### config.mk
export PLATFORM = sky130hd
export DESIGN_NAME = decoder_cycle_sequencer
export DESIGN_NICKNAME = d
export VERILOG_FILES = /design/src/rtl/decoder_cycle_sequencer.sv
export SDC_FILE = /design/constraint.sdc
export NUM_CORES = 1
export LEC_CHECK = 0
export ABC_AREA = 1
export BUFFER_PORTS_ARGS = -buffer_cell sky130_fd_sc_hd__buf_2
export CAP_MARGIN = 0
export CORE_ASPECT_RATIO = 1.4
export CORE_MARGIN = 4
export CORE_UTILIZATION = 44
export CTS_BUF_LIST = sky130_fd_sc_hd__clkbuf_4 sky130_fd_sc_hd__clkbuf_8 sky130_fd_sc_hd__clkbuf_16
export DETAILED_ROUTE_END_ITERATION = 7
export HOLD_SLACK_MARGIN = 0.15
export PLACE_DENSITY = 0.87
export SLEW_MARGIN = 25
export SYNTH_ARGS = -nofsm -noshare
export SYNTH_HDL_FRONTEND = slang
export SYNTH_SLANG_ARGS = --single-unit
### constraint.sdc
create_clock -name clk -period 1.27 [get_ports clk]
set_input_delay 0.1905 -clock clk [delete_from_list [all_inputs] [get_ports clk]]
set_output_delay 0.1905 -clock clk [all_outputs]
set_load 0.005 [all_outputs]
### src/rtl/decoder_cycle_sequencer.sv
`default_nettype none
// ============================================================================
//  Module   : decoder_cycle_sequencer
//  Purpose  : Machine-cycle controller feeding the opcode-table decoder:
//             owns ITABLE, the XPT phase counter and the CM1/CMR/CMA flags.
//  Revision : 1.0  initial release
// ============================================================================
module decoder_cycle_sequencer #(
    parameter logic [7:0]  RESET_OPCODE = 8'h00,
    parameter int unsigned XPT_LIMIT    = 15,
    parameter int unsigned ALU_CYCLES   = 2
) (
    input  logic       clk,
    input  logic       rst_n,
    input  logic       halt,
    input  logic       mem_rd_ack,
    input  logic [7:0] mem_rd_data,
    input  logic       pr_reset_xpt,
    input  logic       p2_set_cm1,
    input  logic       p2_reset_itable,
    input  logic       p2_set_cmr,
    input  logic       p2_set_cma,
    output logic       dec_enable,
    output logic [3:0] xpt,
    output logic [3:0] not_xpt,
    output logic [7:0] itable,
    output logic [7:0] not_itable,
    output logic       cm1,
    output logic       cmr,
    output logic       cma,
    output logic       mem_rd_req,
    output logic [7:0] op_data,
    output logic [7:0] op_data_old,
    output logic       xpt_overflow
);

    typedef enum logic [2:0] {
        S_IDLE  = 3'd0,
        S_FETCH = 3'd1,
        S_EXEC  = 3'd2,
        S_MREAD = 3'd3,
        S_ALU   = 3'd4
    } state_t;

    localparam logic [3:0] c_xpt_limit = 4'(XPT_LIMIT);
    localparam logic [3:0] c_alu_last  = 4'(ALU_CYCLES - 1);

    state_t     r_state, w_state_nxt;
    logic [3:0] r_xpt, w_xpt_nxt;
    logic [7:0] r_itable, w_itable_nxt;
    logic [7:0] r_op_data, w_op_data_nxt;
    logic [7:0] r_op_data_old, w_op_data_old_nxt;
    logic       r_ovf, w_ovf_nxt;
    logic       r_req, w_req_nxt;
    logic [3:0] r_alu_cnt, w_alu_cnt_nxt;
    logic       w_rd_done;

    // r_req is only ever high in FETCH or MREAD, so it qualifies the ack.
    assign w_rd_done = r_req & mem_rd_ack;

    always_ff @(posedge clk or negedge rst_n) begin
        if (!rst_n) begin
            r_state       <= S_FETCH;
            r_xpt         <= 4'd0;
            r_itable      <= RESET_OPCODE;
            r_op_data     <= 8'd0;
            r_op_data_old <= 8'd0;
            r_ovf         <= 1'b0;
            r_req         <= 1'b0;
            r_alu_cnt     <= 4'd0;
        end else begin
            r_state       <= w_state_nxt;
            r_xpt         <= w_xpt_nxt;
            r_itable      <= w_itable_nxt;
            r_op_data     <= w_op_data_nxt;
            r_op_data_old <= w_op_data_old_nxt;
            r_ovf         <= w_ovf_nxt;
            r_req         <= w_req_nxt;
            r_alu_cnt     <= w_alu_cnt_nxt;
        end
    end

    always_comb begin
        w_state_nxt       = r_state;
        w_xpt_nxt         = r_xpt;
        w_itable_nxt      = r_itable;
        w_op_data_nxt     = r_op_data;
        w_op_data_old_nxt = r_op_data_old;
        w_ovf_nxt         = r_ovf;
        w_alu_cnt_nxt     = r_alu_cnt;

        case (r_state)
            S_IDLE: begin
                if (!halt) begin
                    w_state_nxt = S_FETCH;
                end
            end

            S_FETCH: begin
                if (w_rd_done) begin
                    w_itable_nxt = mem_rd_data;
                    w_xpt_nxt    = 4'd0;
                    w_state_nxt  = S_EXEC;
                end
            end

            S_EXEC: begin
                if (p2_reset_itable) begin
                    w_itable_nxt = RESET_OPCODE;
                end
                if (p2_set_cm1) begin
                    w_xpt_nxt   = 4'd0;
                    w_state_nxt = halt ? S_IDLE : S_FETCH;
                end else begin
                    if (p2_set_cmr) begin
                        w_state_nxt = S_MREAD;
                    end else if (p2_set_cma) begin
                        w_state_nxt   = S_ALU;
                        w_alu_cnt_nxt = c_alu_last;
                    end
                    // A cycle request freezes xpt; otherwise it advances or aborts.
                    if (pr_reset_xpt) begin
                        w_xpt_nxt = 4'd0;
                    end else if (!p2_set_cmr && !p2_set_cma) begin
                        if (r_xpt == c_xpt_limit) begin
                            w_ovf_nxt   = 1'b1;
                            w_xpt_nxt   = 4'd0;
                            w_state_nxt = S_FETCH;
                        end else begin
                            w_xpt_nxt = r_xpt + 4'd1;
                        end
                    end
                end
            end

            S_MREAD: begin
                if (w_rd_done) begin
                    w_op_data_old_nxt = r_op_data;
                    w_op_data_nxt     = mem_rd_data;
                    w_xpt_nxt         = r_xpt + 4'd1;
                    w_state_nxt       = S_EXEC;
                end
            end

            S_ALU: begin
                if (r_alu_cnt == 4'd0) begin
                    w_xpt_nxt   = r_xpt + 4'd1;
                    w_state_nxt = S_EXEC;
                end else begin
                    w_alu_cnt_nxt = r_alu_cnt - 4'd1;
                end
            end

            default: begin
                w_state_nxt = S_FETCH;
            end
        endcase

        w_req_nxt = (w_state_nxt == S_FETCH) || (w_state_nxt == S_MREAD);
    end

    assign dec_enable   = (r_state == S_EXEC);
    assign cm1          = (r_state == S_FETCH);
    assign cmr          = (r_state == S_MREAD);
    assign cma          = (r_state == S_ALU);
    assign mem_rd_req   = r_req;
    assign xpt          = r_xpt;
    assign not_xpt      = ~r_xpt;
    assign itable       = r_itable;
    assign not_itable   = ~r_itable;
    assign op_data      = r_op_data;
    assign op_data_old  = r_op_data_old;
    assign xpt_overflow = r_ovf;

endmodule
`default_nettype wire

## Word-level counts from Yosys, hierarchy flattened

Index checks and enable logic that the tools add are counted.

| operators by class | value |
|---|---|
| add/subtract/negate cells | 2 |
| equal/unequal tests | 16 |
| multiplexer cells | 27 |
| bitwise gates (word level) | 5 |
| reduce and logical (&&, ||, !) cells | 15 |

Operator list:

| operator | count |
|---|---|
| 4-bit 2-to-1 mux | 11 |
| 3-bit 2-to-1 mux | 9 |
| 8-bit 2-to-1 mux | 2 |
| 4-bit one-hot mux with 4 select lines | 1 |
| 8-bit one-hot mux with 2 select lines | 1 |
| 5-bit AND reduction | 3 |
| 3-bit one-hot mux with 4 select lines | 1 |
| 2-bit inequality test (second input constant) | 5 |
| 3-bit by 2-bit == test with 1-bit output (second input constant) | 3 |
| 8-bit NOT | 1 |
| 4-bit one-hot mux with 2 select lines | 1 |
| 3-bit by 1-bit == test with 1-bit output (second input constant) | 2 |
| 2-bit by 1-bit inequality test with 1-bit output (second input constant) | 3 |
| 4-bit by 1-bit adder with 4-bit output (second input constant) | 1 |
| 4-bit == test (second input constant) | 1 |
| 4-bit logical NOT | 1 |
| 4-bit by 3-bit inequality test with 1-bit output (second input constant) | 1 |
| 4-bit NOT | 1 |
| 2-bit nonzero test | 2 |
| 4-bit nonzero test | 1 |
| 4-bit by 1-bit subtractor with 4-bit output (second input constant) | 1 |
| 3-bit == test (second input constant) | 1 |
| 3-bit logical NOT | 1 |
| 3-bit AND reduction | 1 |
| other kinds (8) | 10 |

| word-level totals | value |
|---|---|
| flip-flop bits (word level) | 37 |
| input bits | 17 |
| output and inout bits | 46 |
| logic and storage cells | 73 |

## Logic depth before layout (Yosys ltp)

Gate-level depths: netlist of the first run.

| logic depth | value |
|---|---|
| depth in word-level cells | 9 |
| mapped depth | 10 |
| gate-level depth less buffers | 10 |

## Worst setup path before layout of the first run

No wires, ideal clock.

| timing | value |
|---|---|
| path kind | register to register |
| start point | register r_state[0] |
| end point | register r_xpt[0], in the netlist xpt[0] |
| library setup time | 0.126 ns |
| arrival | 1.198 ns |
| required time | 1.144 ns |
| path slack | -0.054 ns |
| stages on the path, launching flop included | 10 |
| buffers on the path | 0 |
| clock period less this slack | 1.324 ns |
| cell sequence | dfstp_2 nor2_2 nand2_2 inv_1 nand2_2 nand2_1 nor2_1 o21ai_2 nand2_1 o21ai_1 |

| between the ends | value |
|---|---|
| longest elaborated chain between the ends | 3 |
| elaborated cells on any way between the ends | 11 |
| classes of those cells | eq/ne: 8; mux: 1; reduce/logical: 2 |

RTL lines:

| what | RTL line | RTL |
|---|---|---|
| start: declaration | 48 | `state_t r_state, w_state_nxt;` |
| start signal: assignment | 72 | `r_state <= w_state_nxt;` |
| 3-bit == test (*) | -- |  |
| net cma | 30 | `output logic cma,` |
| 2-bit by 1-bit inequality test with 1-bit output (no line) / 4-bit nonzero test (equally long branches) | -- |  |
| 5-bit AND reduction (no line) | -- |  |
| end signal: assignment | 73 | `r_xpt <= w_xpt_nxt;` |
| end: declaration | 49 | `logic [3:0] r_xpt, w_xpt_nxt;` |

The timed path passes the listed nets; every way through them passes the cells marked *.
A chain may end at the register's enable or synchronous reset.

## Final worst setup path of the first run

| timing | value |
|---|---|
| start point | register r_state[0] |
| end point | output dec_enable |

| between the ends | value |
|---|---|
| longest elaborated chain between the ends | 1 |

RTL lines:

| what | RTL line | RTL |
|---|---|---|
| 3-bit by 2-bit == test with 1-bit output | 162 | `assign dec_enable = (r_state == S_EXEC);` |
| end: declaration | 23 | `output logic dec_enable,` |

Every way passes these cells.

==> impl_metrics.toml, run 1 <==
[global_route]
grt.overflow.total = 0
grt_pass1_vias = 1831
antenna_found_initial = 0
grt_util_met1 = 0.227
grt_usage = 0.215
grtUsageMet3 = 0.0573
met2_usage = 0.382
top_usage_layer = "met2"
grt_max_degree = 38
grt_pass1_wl_um = 8310

[power_and_ir_drop]
seq_power_share = 0.320
ir_worst_vdd_mv = 1.52
combPwrFrac = 0.550
power_density_nw_per_um2 = 2200
leakagePower_nw = 1.49
p_sw_w = 0.00240
intPower_w = 0.00390
power_w = 0.00630
swShare = 0.381
p_clk_frac = 0.130

[die]
die_h_um = 83.5
ios = 63
initial_core_util = 0.457
fp.dieArea_um2 = 5170
fp.coreArea_um2 = 3920
row_count = 27
die_w_um = 61.9

[timing]
timing.final.crit_period_ps = 1560
relSlewSlack = 0.815
finalSetupViolCount = 41
fin_ws_ps = -293
grt_setup_unrepaired = "true"
tightestPinTransition_ps = 275
slew_violations = 0
max_freq_mhz = 640
skew_ps = 4.64
whs_ps = 148
fin_setup_tns_ps = -7450
min_period_over_period = 1.23
hold_viol_final = 0

[placement]
place_area_um2 = 2330
io_buffers = 62
dp_hpwl_um = 3320
place.gp.congestion = 0.856

[synthesis]
ys_top_cells_by_area = "dfrtp_1, mux2_2, inv_1"
synthesis.area_um2 = 1790
synth.distinct_cells = 28
yosysWarnings = 0
yosysMostFrequentCell = "dfrtp_1"
syn-num-nets = 211
yosysSeqAreaShare = 0.517
synth_edf_count = 0
ys.flop_type = "dfrtp_1"
synthCells = 192
syn_avg_cell_area_um2 = 9.33
synth_top_area_share = 0.503
synth_top_cell_by_area = "dfrtp_1"
synth_seq_cells = 37
synth.cells.most_frequent = "dfrtp_1, inv_1, nand2_1"
async_flop_share = 1.00

[cells_and_area]
final_nets = 324
layout-drive-gt1-share = 0.556
fin_area_um2 = 2870
diodes = 0
synthToLayoutAreaGrowth_pct = 59.9
fill_cells = 262

[route]
drtIter0Drc = 63
drt-pass1-iter-count = 4
antenna_left = 0
drt_wl_total_um = 5170
vias = 1758
drc = 0
vias_per_cell = 5.04
post_drt_wl_per_cell_um = 14.8

[clock_network]
cts_tree = "done"
clk_latency_ps = 300
cts_max_level = 2
clock-sinks = 37
clk_pin_slew_ps = 70
clockBufferDepth = 2
cts_root_buffer = "clkbuf_8"
numCtsBuffers = 5

[worst_setup_path]
cp.arrival_ps = 1370
critPathLaunchType = "register"
required_ps = 1080
path_class = "reg2out"
cp-end-kind = "primary output"
crit_fanout = 5

[run_status]
outcome = "complete, but fails checks"
violations = "setup timing"

[min_path]
hold_class = "in2reg"

[run]
maxCapViolCount = 0
[power groups by stage]
stage                     clock [W]  combinational, W  sequential, W
after global placement            0           0.00251        0.00197
after global routing       0.000894           0.00380        0.00209
after CTS                  0.000831           0.00319        0.00198
after floorplan                   0           0.00131        0.00204
final                      0.000816           0.00346        0.00202
after detailed placement          0           0.00260        0.00200
[state kept, by name (all words and copies together) (netlist names)]
| name | cells |
|---|---|
| r_state | 3 |
| op_data | 8 |
| r_alu_cnt | 4 |
| itable | 8 |
| xpt_overflow | 1 |
| xpt | 4 |
| mem_rd_req | 1 |
| op_data_old | 8 |
[final timing paths]
| kind | from | to | slack (ps) | depth (start not counted) |
|---|---|---|---|---|
| max | r_state[0] | dec_enable | -290 | 5 |
| min | mem_rd_data[5] | itable[5] | 150 | 3 |
| max reg2reg | r_state[0] | xpt[2] | -250 | 8 |
| min reg2reg | xpt_overflow | xpt_overflow | 480 | 1 |
| max in group asynchronous | rst_n | r_state[0] | 620 | 3 |
| min in group asynchronous | rst_n | op_data[6] | 390 | 3 |
[through the flow]
step	setup WS, ps	instances	utilization
floorplan	-41.3	192	-
global route	-370	349	0.731
finish	-293	349	0.731
CTS	-250	348	0.709
detailed placement	-190	317	0.596
global placement	-158	317	0.596
[cell families (layout without fill, tap and decap cells)]
family / Yosys count / count (layout) / share of synthesized area
DFF: 37 / 37 / 0.517
adders and majority gates: 2 / 2 / 0.0140
AOI/OAI and AO/OA: 31 / 31 / 0.0999
buffers and inverters: 34 / 148 / 0.0852
and+or+nand+nor: 76 / 76 / 0.208
muxes: 12 / 12 / 0.0754
[cell usage in the layout (no fill, tap or decap), drive strengths merged, types with 2 or more instances in the layout]
cell           n
buf          104
dfrtp         36
nand2         32
inv           29
o21ai         21
nand3         20
nor2          17
mux2          12
dlygate4sd3    6
a21oi          6
nand4          5
clkbuf         5
clkinv         3
nor3           2
o21bai         2
ha             2
[what timing repair did]
action | 4_1_cts | 5_1_grt
pin swaps | 7 | 8
gates resized for setup | 24 | 37
setup endpoints to repair | 34 | 41
hold buffers | 6 | 0
buffers inserted | 14 | 3
gates cloned | 3 | 0
hold endpoints to repair | 45 | 0
[routing by layer]
metal / up-vias / wire [µm]
met3: 11 / 293
met4: 0 / 135
met5: - / 0
li1: 858 / -
met2: 61 / 2900
met1: 828 / 1840
[critical path: stages (launching register included)]
cell,delay (ps)
dfstp_2,610
inv_2,90
nand3_4,100
clkinv_4,70
buf_6,110
buf_6,100
[final cells by class]
class / instances / area [µm²] / share of cell area
sequential: 37 / 928 / 0.324
multi-input combinational: 121 / 860 / 0.300
timing repair buffer: 110 / 817 / 0.285
inverter: 30 / 120 / 0.0419
clock buffer: 5 / 68.8 / 0.0240
tap: 43 / 53.8 / 0.0188
clock inverter: 3 / 17.5 / 0.00611
Note: power is estimated with default switching activity, not from simulation.
==> inputs of run 2 (changes only) <==
CELL_PAD_IN_SITES_DETAIL_PLACEMENT = 0   (was unset)
CELL_PAD_IN_SITES_GLOBAL_PLACEMENT = 1   (was unset)
CORE_UTILIZATION = 33   (was 44)
PLACE_DENSITY = 0.88   (was 0.87)
==> impl_metrics.toml, run 2 (same netlist as run 1, synthesis figures left out) <==
[worst_setup_path]
cp.arrival_ps = 1300
critPathLaunchType = "register"
crit_fanout = 4
cpMaxStageDelayCell = "dfstp_2"
max_stage_delay_ps = 570
cp-end-kind = "primary output"
required_ps = 1080
crit_chain = "inv_2 > nand3_4 > clkinv_4 > buf_6 > buf_6"
crit_top_cell = "buf_6"
crit_family = "flip-flops"
path_class = "reg2out"
cp_num_buf_inv = 4

[clock_network]
cts_max_level = 2
numCtsBuffers = 5
clockBufferDepth = 2
clk_pin_slew_ps = 70
clock-sinks = 37
clk_latency_ps = 280
cts_tree = "done"
cts_root_buffer = "clkbuf_8"

[cells_and_area]
fin_area_um2 = 2830
final_common_cell = "buf_2"
regArea_um2 = 928
diodes = 0
most-common-layout-cells = "buf_2, buf_4, dfrtp_1"
fill_cells = 494
synthToLayoutAreaGrowth_pct = 57.8
stdcell_count = 373
final_nets = 325
layout-drive-gt1-share = 0.534
multi_input_area_um2 = 820

[die]
fp.coreArea_um2 = 5240
fp.dieArea_um2 = 6690
initial_core_util = 0.342
die_h_um = 95.2
row_count = 31
die_w_um = 70.3
ios = 63

[placement]
place.gp.congestion = 0.814
dp_hpwl_um = 3460
dp.cells = 345
place_area_um2 = 2400
io_buffers = 62

[route]
wl_met1_um = 1840
antenna_left = 0
drt-pass1-iter-count = 4
highest_layer = "met4"
wl_met3_um = 286
vias_per_cell = 4.58
wl_met2_um = 2480
drc = 0
post_drt_wl_per_cell_um = 12.5
drtIter0Drc = 60
vias = 1708
drt_wl_total_um = 4650

[timing]
skew_ps = 4.47
timing.final.crit_period_ps = 1500
grt_setup_unrepaired = "true"
min_period_over_period = 1.18
hold_viol_final = 0
max_freq_mhz = 669
relSlewSlack = 0.765
tightestPinTransition_ps = 349
slew_violations = 0
finalSetupViolCount = 39
fin_ws_ps = -225

[global_route]
grt.overflow.total = 0
grt_pass1_vias = 1720
grt_pass1_wl_um = 7870
grt_usage = 0.146
grt_max_degree = 26
antenna_found_initial = 0

[power_and_ir_drop]
leakagePower_nw = 1.45
ir_worst_vdd_mv = 0.941
power_density_nw_per_um2 = 2180

[min_path]
hold_class = "in2reg"

[run_status]
violations = "setup timing"
outcome = "complete, but fails checks"

[run]
maxCapViolCount = 0
## run 2: cell count changes in the layout (fill, tap and decap cells not counted), moves of 3 or more
cell / change
buf_4: +9
nand3_1: +3
o21ai_1: -5
nand3_2: -4
o21ai_0: +7
buf_6: -8
## run 2: path summary, 6_finish.rpt
| check | startpoint | endpoint | slack [ps] | depth (start not counted) |
|---|---|---|---|---|
| setup / recovery | r_state[0] | dec_enable | -230 | 5 |
| hold / removal | mem_rd_data[4] | op_data[4] | 160 | 2 |
| setup reg to reg | r_state[0] | op_data[5] | -170 | 6 |
| hold reg to reg | xpt_overflow | xpt_overflow | 490 | 1 |
| max in group asynchronous | rst_n | r_state[0] | 430 | 3 |
| min in group asynchronous | rst_n | op_data_old[7] | 330 | 2 |
## run 2: power breakdown
part	switching, W	internal (W)	leakage (nW)	total [W]
Sequential	0.000277	0.00168	0.463	0.00196
Combinational	0.00152	0.00165	0.927	0.00316
Clock	0.000414	0.000638	0.0574	0.00105
Total	0.00221	0.00397	1.45	0.00618
## run 2: area by class of cell
cell class / instances / share of cell area
flip-flops and latches: 37 / 0.328
multi-input cells: 121 / 0.290
repair buffers: 111 / 0.268
inverters: 30 / 0.0425
clock buffers: 6 / 0.0292
well taps: 66 / 0.0292
clock inverters: 2 / 0.0133
## run 2: per-stage QoR
stage | hold slack, ps | TNS (ps) | total power [W] | setup WS (ps) | utilization
after floorplan | -105 | -761 | 0.00335 | -41.3 | -
after global placement | 105 | -2660 | 0.00453 | -151 | 0.459
after detailed placement | 111 | -3150 | 0.00461 | -176 | 0.459
after CTS | 152 | -4520 | 0.00619 | -228 | 0.532
after global routing | 161 | -7610 | 0.00668 | -279 | 0.540
final | 160 | -4860 | 0.00618 | -225 | 0.540
## run 2: per-layer routing
layer,track usage,vias up
li1,-,859
met1,0.165,797
met2,0.280,47
met3,0.0295,5
met4,0.0335,0
met5,0,-
## run 2: what timing repair did
item | 4_1_cts | 5_1_grt
hold endpoints to repair | 42 | 0
gates resized for setup | 27 | 7
endpoints found under the setup margin | 36 | 41
setup buffers | 12 | 2
hold buffers | 6 | 0
pin swaps | 13 | 9
==> inputs of run 3 (changes only) <==
GPL_TIMING_DRIVEN = 1   (was unset)
SKIP_CTS_REPAIR_TIMING = 1   (was unset)
==> impl_metrics.toml, run 3 (same netlist as run 1, synthesis figures left out) <==
[cells_and_area]
final_common_cell = "buf_2"
final_util = 0.530
final_nets = 319
layout-drive-gt1-share = 0.535
fill_cells = 514
fin_area_um2 = 2780
multi_input_area_um2 = 803
synthToLayoutAreaGrowth_pct = 55.0
regArea_um2 = 928
most-common-layout-cells = "buf_2, dfrtp_1, buf_4"
diodes = 0

[power_and_ir_drop]
p_sw_w = 0.00218
leakagePower_nw = 1.45
intPower_w = 0.00391
seq_power_share = 0.322
swShare = 0.358
p_clk_frac = 0.174
power_w = 0.00609
combPwrFrac = 0.504
ir_worst_vdd_mv = 0.942
power_density_nw_per_um2 = 2190

[timing]
grt_setup_unrepaired = "true"
finalSetupViolCount = 36
max_freq_mhz = 666
hold_viol_final = 0
min_period_over_period = 1.18
tightestPinTransition_ps = 325
slew_violations = 0
relSlewSlack = 0.784
timing.final.crit_period_ps = 1500
fin_ws_ps = -232
whs_ps = 154
skew_ps = 3.40

[run_status]
outcome = "complete, but fails checks"
violations = "setup timing"

[route]
drtIter0Drc = 56
post_drt_wl_per_cell_um = 12.8
vias = 1707
drc = 0
vias_per_cell = 4.65
drt-pass1-iter-count = 4
antenna_left = 0
drt_wl_total_um = 4690

[clock_network]
numCtsBuffers = 5
clk_latency_ps = 290
clockBufferDepth = 2
cts_max_level = 2
clk_pin_slew_ps = 70
cts_root_buffer = "clkbuf_8"
clock-sinks = 37
cts_tree = "done"

[global_route]
grt_usage = 0.138
top_usage_layer = "met2"
met2_usage = 0.249
grt_max_degree = 26
antenna_found_initial = 0
grt_pass1_vias = 1595
grt_pass1_wl_um = 7420
grt_util_met1 = 0.161
grt.overflow.total = 0
grtUsageMet3 = 0.0316

[worst_setup_path]
path_class = "reg2out"
cp-end-kind = "primary output"
cp.arrival_ps = 1310
crit_top_cell = "buf_6"
max_stage_delay_ps = 590
crit_chain = "inv_2 > nand3_4 > inv_4 > buf_6 > buf_6"
cpMaxStageDelayCell = "dfstp_2"
critPathLaunchType = "register"
crit_fanout = 6
required_ps = 1080

[placement]
io_buffers = 62
place_area_um2 = 2400
dp_hpwl_um = 3460
place.gp.congestion = 0.814

[die]
fp.coreArea_um2 = 5240
initial_core_util = 0.342
die_w_um = 70.3
ios = 63
die_h_um = 95.2
fp.dieArea_um2 = 6690
row_count = 31

[run]
maxCapViolCount = 0

[min_path]
hold_class = "in2reg"
==> run 3: cell count changes in the layout (fill, tap and decap cells not counted), moves of 3 or more <==
cell / previous run / this run
buf_4: 37 / 31
buf_6: 3 / 8
dlygate4sd3_1: 6 / 1
nand2_2: 9 / 6
==> run 3: per-stage QoR <==
step,cells,TNS (ps),setup slack [ps]
after floorplan,192,-761,-41.3
after global placement,345,-2660,-151
after detailed placement,345,-3150,-176
after CTS,353,-4540,-326
after global routing,367,-6870,-280
final,367,-4280,-232
==> run 3: worst paths after layout <==
path	start	to	slack [ps]	depth (start not counted)
worst min-delay path	mem_rd_data[0]	itable[0]	150	3
worst max register to register	r_state[1]	op_data[5]	-170	6
min in group asynchronous	rst_n	op_data_old[7]	330	2
max in group asynchronous	rst_n	r_state[0]	430	3
worst max-delay path	r_state[0]	dec_enable	-230	5
worst min register to register	op_data_old[0]	op_data_old[0]	490	2
==> run 3: routing by layer <==
layer  part of all wire  wire, µm
met5                  0         0
met4              0.012        57
met3              0.065       306
met2               0.53      2470
met1               0.40      1860
==> run 3: power groups by stage <==
stage | Sequential, W | Combinational (W) | Clock, W
after floorplan | 0.00204 | 0.00131 | 0
after global placement | 0.00197 | 0.00257 | 0
after detailed placement | 0.00199 | 0.00262 | 0
after CTS | 0.00197 | 0.00264 | 0.00109
after global routing | 0.00203 | 0.00341 | 0.00112
final | 0.00196 | 0.00307 | 0.00106
==> run 3: worst max-delay path: cells and delay by family (launching register included) <==
family        cells  cell delay [ps]
flops             1              590
buf+inv           4              330
simple gates      1              110
==> run 3: cell type report <==
cell class,instances,share of cell area
clock buffers,6,0.0297
clock inverters,2,0.0135
inverters,30,0.0414
multi-input cells,121,0.289
flip-flops and latches,37,0.334
well taps,66,0.0297
repair buffers,105,0.262
